===== config.mk =====
export PLATFORM = sky130hd
export DESIGN_NAME = tdm_demux_1x4_flat
export DESIGN_NICKNAME = d
export VERILOG_FILES = /design/src/rtl/tdm_demux_1x4_if.sv /design/src/rtl/tdm_demux_1x4.sv /design/src/flat_wrapper.sv
export SDC_FILE = /design/constraint.sdc
export NUM_CORES = 1
export LEC_CHECK = 0
export CAP_MARGIN = 0
export CELL_PAD_IN_SITES_DETAIL_PLACEMENT = 1
export CELL_PAD_IN_SITES_GLOBAL_PLACEMENT = 2
export CORE_UTILIZATION = 43
export CTS_BUF_LIST = sky130_fd_sc_hd__clkbuf_16
export DETAILED_ROUTE_END_ITERATION = 16
export DONT_BUFFER_PORTS = 1
export MAX_ROUTING_LAYER = met4
export PLACE_DENSITY = 0.92
export SLEW_MARGIN = 30
export SYNTH_ARGS = -nofsm -noshare
export SYNTH_HDL_FRONTEND = slang
export SYNTH_SLANG_ARGS = --single-unit

===== constraint.sdc =====
create_clock -name clk -period 3.1 [get_ports clk]
set_clock_uncertainty 0.15 [all_clocks]
set_input_delay 0.31 -clock clk [delete_from_list [all_inputs] [get_ports clk]]
set_output_delay 0.31 -clock clk [all_outputs]
set_load 0.02 [all_outputs]

===== src/rtl/tdm_demux_1x4_if.sv =====
// Serial TDM link and parallel per-channel outputs of the 1:4 demultiplexer.
// Pure wiring, no latency of its own.
// No backpressure: the link side only qualifies beats with din_valid.
interface tdm_demux_1x4_if #(
   parameter int W = 8
);
   logic [W-1:0] din;
   logic         din_valid;
   logic         sof;
   logic [W-1:0] o0;
   logic [W-1:0] o1;
   logic [W-1:0] o2;
   logic [W-1:0] o3;
   logic         frame_valid;
   logic [1:0]   slot;
   logic         sync_err;

   // Link driver / consumer side
   modport master (
      output din, din_valid, sof,
      input  o0, o1, o2, o3, frame_valid, slot, sync_err
   );

   // Demultiplexer side
   modport slave (
      input  din, din_valid, sof,
      output o0, o1, o2, o3, frame_valid, slot, sync_err
   );
endinterface


===== src/rtl/tdm_demux_1x4.sv =====
// 1:4 TDM demux: rebuilds a 4-slot frame in shadow registers, commits it atomically to o0..o3.
// Latency: outputs and frame_valid appear one cycle after the slot-3 beat.
// No backpressure: every valid beat is consumed; din_valid low simply stalls the frame.
module tdm_demux_1x4 #(
   parameter int W = 8
) (
   input logic            clk,
   input logic            rst,
   tdm_demux_1x4_if.slave link
);
   typedef enum logic {HUNT, RECV} state_t;

   state_t         state_q, state_d;
   logic [1:0]     cnt_q, cnt_d;
   logic [W-1:0]   s0_q, s1_q, s2_q;
   logic [W-1:0]   s0_d, s1_d, s2_d;
   logic [W-1:0]   o0_q, o1_q, o2_q, o3_q;
   logic [W-1:0]   o0_d, o1_d, o2_d, o3_d;
   logic           fv_q, fv_d;
   logic           err_q, err_d;

   // Register all frame state; reset discards any partial frame
   always_ff @(posedge clk) begin
      if (rst) begin
         state_q <= HUNT;
         cnt_q   <= 2'd0;
         s0_q    <= '0;
         s1_q    <= '0;
         s2_q    <= '0;
         o0_q    <= '0;
         o1_q    <= '0;
         o2_q    <= '0;
         o3_q    <= '0;
         fv_q    <= 1'b0;
         err_q   <= 1'b0;
      end else begin
         state_q <= state_d;
         cnt_q   <= cnt_d;
         s0_q    <= s0_d;
         s1_q    <= s1_d;
         s2_q    <= s2_d;
         o0_q    <= o0_d;
         o1_q    <= o1_d;
         o2_q    <= o2_d;
         o3_q    <= o3_d;
         fv_q    <= fv_d;
         err_q   <= err_d;
      end
   end

   // Next-state: collect slots into shadows, commit on slot 3, flag framing errors
   always_comb begin
      state_d = state_q;
      cnt_d   = cnt_q;
      s0_d    = s0_q;
      s1_d    = s1_q;
      s2_d    = s2_q;
      o0_d    = o0_q;
      o1_d    = o1_q;
      o2_d    = o2_q;
      o3_d    = o3_q;
      fv_d    = 1'b0;
      err_d   = 1'b0;
      if (link.din_valid) begin
         case (state_q)
            HUNT: begin
               if (link.sof) begin
                  s0_d    = link.din;
                  cnt_d   = 2'd1;
                  state_d = RECV;
               end else begin
                  // Beat outside any frame: drop it
                  err_d = 1'b1;
               end
            end
            RECV: begin
               if (link.sof) begin
                  // Early sof restarts the frame with this beat as slot 0
                  err_d = 1'b1;
                  s0_d  = link.din;
                  cnt_d = 2'd1;
               end else begin
                  case (cnt_q)
                     2'd1: begin
                        s1_d  = link.din;
                        cnt_d = 2'd2;
                     end
                     2'd2: begin
                        s2_d  = link.din;
                        cnt_d = 2'd3;
                     end
                     2'd3: begin
                        o0_d    = s0_q;
                        o1_d    = s1_q;
                        o2_d    = s2_q;
                        o3_d    = link.din;
                        fv_d    = 1'b1;
                        cnt_d   = 2'd0;
                        state_d = HUNT;
                     end
                     default: begin
                        // cnt is never 0 while in RECV; fall back to hunting
                        state_d = HUNT;
                     end
                  endcase
               end
            end
            default: state_d = HUNT;
         endcase
      end
   end

   // Drive the registered outputs onto the interface
   assign link.o0          = o0_q;
   assign link.o1          = o1_q;
   assign link.o2          = o2_q;
   assign link.o3          = o3_q;
   assign link.frame_valid = fv_q;
   assign link.sync_err    = err_q;
   assign link.slot        = cnt_q;
endmodule


===== src/flat_wrapper.sv =====
// flat-port wrapper written by rule: the top's interface ports become plain ports
module tdm_demux_1x4_flat 
#(
   parameter int W = 8
)
  (clk, rst, link_din, link_din_valid, link_sof, link_o0, link_o1, link_o2, link_o3, link_frame_valid, link_slot, link_sync_err);
  tdm_demux_1x4_if #(.W(W)) link_i ();
  input logic clk;
  input logic rst;
  input wire logic [$bits(link_i.din)-1:0] link_din;
  input wire logic [$bits(link_i.din_valid)-1:0] link_din_valid;
  input wire logic [$bits(link_i.sof)-1:0] link_sof;
  output wire logic [$bits(link_i.o0)-1:0] link_o0;
  output wire logic [$bits(link_i.o1)-1:0] link_o1;
  output wire logic [$bits(link_i.o2)-1:0] link_o2;
  output wire logic [$bits(link_i.o3)-1:0] link_o3;
  output wire logic [$bits(link_i.frame_valid)-1:0] link_frame_valid;
  output wire logic [$bits(link_i.slot)-1:0] link_slot;
  output wire logic [$bits(link_i.sync_err)-1:0] link_sync_err;
  assign link_i.din = link_din;
  assign link_i.din_valid = link_din_valid;
  assign link_i.sof = link_sof;
  assign link_o0 = link_i.o0;
  assign link_o1 = link_i.o1;
  assign link_o2 = link_i.o2;
  assign link_o3 = link_i.o3;
  assign link_frame_valid = link_i.frame_valid;
  assign link_slot = link_i.slot;
  assign link_sync_err = link_i.sync_err;
  tdm_demux_1x4 #(.W(W)) u_core (.clk(clk), .rst(rst), .link(link_i));
endmodule

==> summary.txt, run 1 <==
Run status
  – Status: finished clean

Placement
  – HPWL Detailed: 3.25 mm
  – Dpl cells: 293
  – Area post-placement: 2530 um2
  – Port-buffer cells: 0
  – Place WS: 1.14 ns
  – Routability congestion estimate: 0.709

Die
  – Initial core utilization: 45.7%
  – I/O Pins: 48
  – Site Rows: 27
  – Die Ht: 79.4 um
  – DIE WIDTH: 79.4 um
  – CORE AREA: 5640 um2
  – Die Area: 6310 um2

Timing
  – Actual slew at the worst max-slew pin: 0.576 ns
  – Slew margin rel.: 61.6%
  – Max Fclk: 506 MHz
  – Final hold slack: 0.0119 ns
  – Final WS setup: 1.12 ns
  – Final TNS setup: 0 ns
  – Final Max Slew Viols: 0
  – Setup-failing EPs final: 0
  – Final hold violation count: 0
  – Final Critical Period: 1.98 ns
  – RSZ-0062 raised after global routing: no
  – Final period util: 63.7%

Worst setup path
  – Crit-path cells: ha_1 -> and4b_2 -> buf_4 -> mux2i_1
  – Worst Setup Start Kind: flip-flop
  – Worst EP required: 3.20 ns
  – Critical path arrival: 2.07 ns
  – Worst Path Max Fanout: 30
  – Crit Path Class: flip-flop to flip-flop
  – Crit-path slowest cell: dfxtp_1
  – CP endpoint kind: flip-flop
  – Critical Path Max Stage Delay: 0.51 ns

Clocking
  – CTS Sinks: 61
  – Post-CTS Resized: 0
  – CTS Buffer Depth: 2
  – Clk Latency, worst-skew pair: 0.32 ns
  – CTS Hold Bufs: 9
  – H-tree lvl count: 3
  – CTS buffer count: 9
  – CTS root buf: clkbuf_16
  – Worst-path clk slew: 0.05 ns
  – CTS tree: built
  – Post-CTS setup buffer count: 0

Logic synthesis
  – Cells after synthesis: 239
  – Yosys reg bits: 61
  – Synth unique cells: 20
  – Register area share after synthesis: 47.4%
  – Leading post-synthesis cells by cell area: dfxtp_1, mux2i_1, nand2b_1, a21bo_2, buf_12
  – Syn Nets: 254
  – Syn. warnings: 0
  – Leading area contributor after synthesis: dfxtp_1
  – Post-Syn Area per Cell: 10.8 um2
  – Yosys top cell area share: 47.4%
  – Post-synthesis cell area: 2580 um2

Cells and area
  – Post-layout util: 50.9%
  – Filler instances: 636
  – Fin cells: 317
  – Layout Nets: 256
  – Layout area overhead: 11.5%
  – Layout cells sized above 1: 8.98%
  – Finished Cell Area: 2870 um2
  – Number of inserted diodes: 0

Power and ir drop
  – Switching share of power: 20.7%
  – Switching Power: 0.352 mW
  – Total power: 1.70 mW
  – Peak VDD IR: 0.312 mV
  – Cell area power density: 591 nW/um2
  – Cell Int Power: 1.35 mW
  – Sequential power share: 47.2%
  – Leak pwr: 1.01 nW
  – Clock power share: 49.4%
  – Gate power share: 3.3%

Route
  – Drt initial violations: 50
  – Total Routed Length: 5.55 mm
  – Post-route ant nets: 0
  – Via density: 5.29
  – Routed wire per std cell: 17.5 um
  – Met1 WL: 2.42 mm
  – Wire length on met3: 297 um
  – Wire length on met2: 2.70 mm
  – Via count: 1,676
  – TritonRoute pass-1 iters: 4
  – Post-route DRC violation count: 0
  – Highest metal used: met4

GRT
  – Pin count of the biggest net entering global routing: 67
  – Total track usage: 20.3%
  – GRT Residual Overflow: 0
  – Number of global-route vias before repair: 1,798
  – Global-route wire length before repair: 9.05 mm
  – Initial antenna violation count: 0

Worst hold path
  – Min-Delay Path Class: input pin to flip-flop

Job
  – Max Cap Violations: 0
-- layer usage --
layer / track usage (%) / vias to the layer above
li1: - / 810
met1: 22.9 / 805
met2: 30.9 / 50
met3: 6.74 / 11
met4: 12.4 / 0
met5: - / -
-- layout by cell type (no fill, tap or decap), drive strengths merged --
cell type / Yosys / routed
dfxtp: 61 / 61
o311a: 1 / 1
mux2i: 48 / 48
xor2: 1 / 1
nand4b: 1 / 1
ha: 3 / 3
clkbuf: 7 / 9
inv: 4 / 7
a21bo: 9 / 9
nand2: 1 / 1
a21oi: 11 / 11
dlygate4sd3: 0 / 9
and4b: 3 / 3
nand3: 8 / 8
nand2b: 65 / 65
buf: 12 / 1
o221a: 1 / 1
nor2: 2 / 2
clkinv: 0 / 3
o32ai: 1 / 1
-- Yosys cell counts (all sizes together) --
library cell	instances
o221a	1
clkbuf	7
mux2i	48
and4b	3
ha	3
o32ai	1
dfxtp	61
nand4b	1
nand2b	65
inv	4
nand3	8
buf	12
nor2	2
a21oi	11
xor2	1
nand2	1
a21bo	9
o311a	1
-- path summary, 6_finish.rpt --
path	from	depth (start not counted)	slack (ns)	to
max	u_core.link.slot[1]$_SDFFE_PP0P_	4	1.12	u_core.link.o1[6]$_SDFFE_PP0P_
min	link_din[2]	2	0.01	u_core.s0_q[2]$_SDFFE_PP0P_
max reg2reg	u_core.link.slot[1]$_SDFFE_PP0P_	4	1.12	u_core.link.o1[6]$_SDFFE_PP0P_
min reg2reg	u_core.s0_q[1]$_SDFFE_PP0P_	2	0.32	u_core.link.o0[1]$_SDFFE_PP0P_
-- cell type report --
| cell class | instances | area (um2) | share of cell area (%) |
|---|---|---|---|
| Clock buffer | 9 | 225 | 7.84 |
| Clock inverter | 6 | 25.0 | 0.871 |
| Inverter | 4 | 15.0 | 0.522 |
| Multi-Input combinational cell | 155 | 1200 | 41.8 |
| Sequential cell | 61 | 1220 | 42.5 |
| Tap cell | 72 | 90.1 | 3.13 |
| Timing Repair Buffer | 10 | 97.6 | 3.40 |
-- cells by family (layout without fill, tap and decap cells) --
kind of cell | Yosys count | count (layout) | share of synthesized area [%]
buffers and inverters | 23 | 29 | 6.16
adder cells (fa/ha/maj) | 3 | 3 | 1.46
flip-flops | 61 | 61 | 47.4
AND/OR/NAND/NOR | 80 | 80 | 19.3
multiplexers | 48 | 48 | 18.6
XOR/XNOR | 1 | 1 | 0.340
AO/OA/AOI/OAI | 23 | 23 | 6.79
-- worst max-delay path, delay by kind of cell, from the launching register on --
kind,cells,cell delay (ns)
DFF,1,0.51
muxes,1,0.26
buffers and inverters,1,0.46
adders and majority gates,1,0.28
and+or+nand+nor,1,0.23
-- flip-flops by register name (all words and copies together) (netlist names) --
name	count
u_core.link.o0	8
u_core.link.o1	8
u_core.link.o2	8
u_core.link.o3	8
u_core.s0_q	8
u_core.s1_q	8
u_core.s2_q	8
u_core.link.slot	2
u_core.link.frame_valid	1
u_core.link.sync_err	1
u_core.state_q	1
-- power by group through the flow --
stage | Sequential [mW] | Clock (mW) | Combinational (mW)
floorplan | 0.815 | 0 | 0.0548
global placement | 0.818 | 0 | 0.0415
detailed placement | 0.818 | 0 | 0.0420
CTS | 0.802 | 0.861 | 0.0571
global route | 0.802 | 0.906 | 0.0621
finish | 0.803 | 0.840 | 0.0567
Power figures use the tool's default switching activity.
==> inputs of run 2 (changes only) <==
--- a/config.mk
+++ b/config.mk
@@ -8,12 +8,12 @@
 export CAP_MARGIN = 0
 export CELL_PAD_IN_SITES_DETAIL_PLACEMENT = 1
 export CELL_PAD_IN_SITES_GLOBAL_PLACEMENT = 2
-export CORE_UTILIZATION = 43
+export CORE_UTILIZATION = 40
 export CTS_BUF_LIST = sky130_fd_sc_hd__clkbuf_16
 export DETAILED_ROUTE_END_ITERATION = 16
 export DONT_BUFFER_PORTS = 1
 export MAX_ROUTING_LAYER = met4
-export PLACE_DENSITY = 0.92
+export PLACE_DENSITY = 0.87
 export SLEW_MARGIN = 30
 export SYNTH_ARGS = -nofsm -noshare
 export SYNTH_HDL_FRONTEND = slang
==> constraint.sdc (replaced) <==
create_clock -name clk -period 1.9 [get_ports clk]
set_clock_uncertainty 0.15 [all_clocks]
set_input_delay 0.19 -clock clk [delete_from_list [all_inputs] [get_ports clk]]
set_output_delay 0.19 -clock clk [all_outputs]
set_load 0.02 [all_outputs]
==> summary.txt, run 2 (same netlist as run 1, synthesis figures left out) <==
Route
  – Post-route ant nets: 0
  – Routed wire per std cell: 17.2 um
  – Via density: 5.16
  – Drt initial violations: 94
  – TritonRoute pass-1 iters: 3
  – Total Routed Length: 5.73 mm
  – Post-route DRC violation count: 0
  – Via count: 1,717

Timing
  – Final hold violation count: 2
  – RSZ-0062 raised after global routing: no
  – Final Critical Period: 1.69 ns
  – Final hold slack: -0.00289 ns
  – Setup-failing EPs final: 0
  – Actual slew at the worst max-slew pin: 0.647 ns
  – Final period util: 88.7%
  – Final TNS setup: 0 ns
  – Max Fclk: 593 MHz
  – Final Max Slew Viols: 0
  – Slew margin rel.: 56.9%

Worst setup path
  – Worst Setup Start Kind: flip-flop
  – Crit-path slowest cell: dfxtp_1
  – Crit Path Class: flip-flop to flip-flop
  – Worst EP required: 2.00 ns
  – Critical path arrival: 1.78 ns
  – Crit-path cells: ha_1 -> and4b_2 -> buf_12 -> mux2i_1
  – Slack of the worst reg-to-reg path: 0.21 ns
  – Critical Path Max Stage Delay: 0.42 ns
  – Worst r2r dst: u_core.link.o3[4]$_SDFFE_PP0P_
  – Worst Path Max Fanout: 24
  – Reg2Reg Launch Point: u_core.link.slot[1]$_SDFFE_PP0P_
  – CP endpoint kind: flip-flop
  – Reg2Reg Depth: 4

Placement
  – Port-buffer cells: 0
  – Routability congestion estimate: 0.764
  – HPWL Detailed: 3.33 mm

Die
  – Site Rows: 28
  – CORE AREA: 6060 um2
  – DIE WIDTH: 82.3 um
  – Die Ht: 82.3 um
  – I/O Pins: 48
  – Die Area: 6770 um2
  – Initial core utilization: 42.5%

GRT
  – Pin count of the biggest net entering global routing: 74
  – Number of global-route vias before repair: 1,816
  – GRT Residual Overflow: 0
  – Global-route wire length before repair: 9.02 mm
  – Initial antenna violation count: 0
  – Total track usage: 19.1%

Cells and area
  – Layout area overhead: 19.5%
  – Number of inserted diodes: 0
  – Post-layout util: 50.8%
  – Layout cells sized above 1: 11.6%
  – Layout Nets: 268
  – Commonest non-fill, non-tap cell in the layout: nand2b_1
  – Most frequent cells in the layout: nand2b_1, dfxtp_1, mux2i_1

Clocking
  – CTS tree: built
  – CTS buffer count: 9
  – CTS Sinks: 61
  – CTS Buffer Depth: 2
  – H-tree lvl count: 3
  – Worst-path clk slew: 0.06 ns
  – Clk Latency, worst-skew pair: 0.33 ns
  – Post-CTS setup buffer count: 0
  – CTS root buf: clkbuf_16

Worst hold path
  – Hold Path Origin: link_din[2]
  – Worst Hold End: u_core.s2_q[2]$_SDFFE_PP0P_
  – Hold Path Stages: 2
  – Min-Delay Path Class: input pin to flip-flop

Power and ir drop
  – Peak VDD IR: 0.603 mV
  – Cell area power density: 1030 nW/um2
  – Leak pwr: 1.09 nW

Job
  – Max Cap Violations: 0

Run status
  – Status: complete, but fails checks
  – Violated checks: negative hold slack
run 2: worst max path at each step:
stage	start	to	slack, ns	cells after the start
global route	u_core.link.slot[0]$_SDFFE_PP0P_	u_core.s1_q[4]$_SDFFE_PP0P_	0.15	3
floorplan	u_core.link.slot[0]$_SDFFE_PP0P_	u_core.link.slot[1]$_SDFFE_PP0P_	0.28	4
detailed placement	u_core.link.slot[1]$_SDFFE_PP0P_	u_core.s2_q[5]$_SDFFE_PP0P_	0.26	3
CTS	link_din_valid	u_core.s0_q[0]$_SDFFE_PP0P_	0.05	4
finish	u_core.link.slot[1]$_SDFFE_PP0P_	u_core.link.o3[4]$_SDFFE_PP0P_	0.21	4
global placement	u_core.link.slot[1]$_SDFFE_PP0P_	u_core.s1_q[7]$_SDFFE_PP0P_	0.35	4
run 2: layout make-up:
type,instances,area [um2]
multi-input combinational,155,1200
timing repair buffer,22,235
clock inverter,7,90.1
clock buffer,9,225
sequential,61,1220
inverter,4,15.0
fill,660,2980
tap,75,93.8
run 2: power by group:
group | switching (mW) | internal (mW) | total, mW | leakage [nW]
logic | 0.0645 | 0.0729 | 0.137 | 0.447
clock network | 0.580 | 1.14 | 1.72 | 0.153
registers | 0.0118 | 1.29 | 1.31 | 0.493
total | 0.656 | 2.51 | 3.16 | 1.09
run 2: critical path: cells and delay by family (launching register included):
| kind | cells | cell delay [ns] |
|---|---|---|
| DFF | 1 | 0.42 |
| and+or+nand+nor | 1 | 0.30 |
| adders and majority gates | 1 | 0.27 |
| muxes | 1 | 0.24 |
| buffers and inverters | 1 | 0.22 |
run 2: through the flow:
stage | cell area [um2] | hold slack, ns | std cells | power (mW) | setup slack [ns]
final | 3080 | -0.00289 | 333 | 3.16 | 0.214
after global routing | 3080 | 0.0147 | 333 | 3.26 | 0.150
after CTS | 3080 | 0.00511 | 333 | 3.19 | 0.0535
after detailed placement | 2570 | 0.116 | 299 | 1.41 | 0.258
after global placement | 2570 | 0.114 | 299 | 1.40 | 0.352
after floorplan | 2580 | 0.198 | 239 | 1.42 | 0.283
run 2: routing by layer:
layer  part of all wire (%)  vias to the layer above  routed length, um  track usage (%)
met4                    1.8                        0                105             8.60
li1                       -                      832                  -                -
met3                    5.7                       14                328             7.36
met1                     41                      826               2370             19.8
met5                      0                        -                  0                -
met2                     51                       45               2920             32.2
run 2: what timing repair did:
action                                  CTS  global route
gates resized for setup                   0             1
endpoints found under the setup margin    0             5
endpoints found under the hold margin    61             0
hold buffers                             18             0
==> inputs of run 3 (changes only) <==
--- a/config.mk
+++ b/config.mk
@@ -13,7 +13,7 @@
 export DETAILED_ROUTE_END_ITERATION = 16
 export DONT_BUFFER_PORTS = 1
 export MAX_ROUTING_LAYER = met4
-export PLACE_DENSITY = 0.87
+export PLACE_DENSITY_LB_ADDON = 0.1
 export SLEW_MARGIN = 30
 export SYNTH_ARGS = -nofsm -noshare
 export SYNTH_HDL_FRONTEND = slang
==> constraint.sdc (replaced) <==
create_clock -name clk -period 1.9 [get_ports clk]
set_clock_uncertainty 0.15 [all_clocks]
set_input_delay 0.38 -clock clk [delete_from_list [all_inputs] [get_ports clk]]
set_output_delay 0.38 -clock clk [all_outputs]
set_load 0.02 [all_outputs]
==> summary.txt, run 3 (same netlist as run 1, synthesis figures left out) <==
Worst hold path
  – Min-Delay Path Class: input pin to flip-flop
  – Hold Path Origin: link_din_valid

GRT
  – Number of global-route vias before repair: 1,745
  – Initial antenna violation count: 0
  – Global-route wire length before repair: 8.74 mm
  – Pin count of the biggest net entering global routing: 69
  – Total track usage: 18.5%
  – GRT Residual Overflow: 0

Clocking
  – CTS tree: built
  – CTS Hold Bufs: 1
  – CTS root buf: clkbuf_16
  – Worst-path clk slew: 0.05 ns
  – CTS buffer count: 9
  – CTS Sinks: 61
  – Post-CTS setup buffer count: 0
  – Post-CTS Resized: 0
  – Clk Latency, worst-skew pair: 0.32 ns
  – H-tree lvl count: 3
  – CTS Buffer Depth: 2

Worst setup path
  – CP endpoint kind: flip-flop
  – Crit-path cells: inv_1 -> ha_1 -> and4b_1 -> mux2i_1
  – Reg2Reg Launch Point: u_core.link.slot[1]$_SDFFE_PP0P_
  – Critical path arrival: 1.75 ns
  – Worst Setup SP: u_core.link.slot[1]$_SDFFE_PP0P_
  – Worst Path Max Fanout: 8
  – Crit Path Class: flip-flop to flip-flop
  – Crit-path slowest cell: and4b_1
  – Critical Path Max Stage Delay: 0.58 ns
  – Worst EP required: 1.99 ns
  – Worst Setup Start Kind: flip-flop

Cells and area
  – Layout cells sized above 1: 11.2%
  – Layout area overhead: 11.2%
  – Number of inserted diodes: 0
  – Finished Cell Area: 2870 um2
  – Commonest non-fill, non-tap cell in the layout: nand2b_1
  – Layout Nets: 251
  – Filler instances: 684
  – Most frequent cells in the layout: nand2b_1, dfxtp_1, mux2i_1

Timing
  – RSZ-0062 raised after global routing: no
  – Actual slew at the worst max-slew pin: 0.599 ns
  – Max Fclk: 602 MHz
  – Final Max Slew Viols: 0
  – Slew margin rel.: 60.0%
  – Final period util: 87.4%
  – Final hold slack: 0.0439 ns
  – Setup-failing EPs final: 0
  – Final Critical Period: 1.66 ns
  – Final TNS setup: 0 ns
  – Final hold violation count: 0

Die
  – Die Area: 6770 um2
  – Initial core utilization: 42.5%
  – CORE AREA: 6060 um2
  – I/O Pins: 48
  – Die Ht: 82.3 um
  – Site Rows: 28
  – DIE WIDTH: 82.3 um

Power and ir drop
  – Cell area power density: 1020 nW/um2
  – Leak pwr: 1.01 nW
  – Peak VDD IR: 0.524 mV

Route
  – Total Routed Length: 5.35 mm
  – TritonRoute pass-1 iters: 4
  – Via count: 1,642
  – Post-route DRC violation count: 0
  – Post-route ant nets: 0
  – Drt initial violations: 97
  – Via density: 5.20
  – Routed wire per std cell: 16.9 um

Run status
  – Status: finished clean

Placement
  – Port-buffer cells: 0
  – HPWL Detailed: 3.48 mm
  – Routability congestion estimate: 0.765
  – Area post-placement: 2570 um2

Job
  – Max Cap Violations: 0
==> run 3: path summary, 6_finish.rpt <==
kind,to,slack (ns),cells past startpoint
max,u_core.s1_q[7]$_SDFFE_PP0P_,0.24,4
min,u_core.state_q$_SDFFE_PP0P_,0.04,2
max reg2reg,u_core.s1_q[7]$_SDFFE_PP0P_,0.24,4
min reg2reg,u_core.link.o0[7]$_SDFFE_PP0P_,0.32,2
==> run 3: critical path, delay by kind of cell (launching register included) <==
kind	cells	cell delay [ns]
adders and majority gates	1	0.16
buffers and inverters	1	0.08
DFF	1	0.35
muxes	1	0.26
and+or+nand+nor	1	0.58
==> run 3: per-stage QoR <==
step                      setup WS (ns)  cells  util (%)  power, mW
final                             0.239    316      47.3       2.93
after global routing              0.158    316      47.3       3.05
after CTS                         0.220    316      47.3       2.97
after detailed placement          0.241    299      42.4       1.41
after global placement            0.291    299      42.4       1.41
after floorplan                   0.283    239         -       1.42
==> run 3: layout make-up <==
type / count / area [um2] / area share, %
sequential: 61 / 1220 / 42.6
tap: 75 / 93.8 / 3.27
inverter: 4 / 15.0 / 0.524
clock buffer: 9 / 225 / 7.86
multi-input combinational: 155 / 1200 / 41.9
timing repair buffer: 5 / 52.6 / 1.83
clock inverter: 7 / 58.8 / 2.05
==> run 3: layer usage <==
metal,GRT usage (%),wire length (um),up-vias
li1,-,-,798
met1,20.8,2310,799
met2,29.2,2650,34
met3,5.05,247,11
met4,11.1,142,0
met5,-,0,-
==> run 3: power breakdown <==
group | switching (mW) | leakage, nW | total, mW | internal [mW]
registers | 0.0116 | 0.493 | 1.31 | 1.29
clock network | 0.546 | 0.145 | 1.54 | 0.994
logic | 0.0320 | 0.370 | 0.0808 | 0.0488
total | 0.590 | 1.01 | 2.93 | 2.34
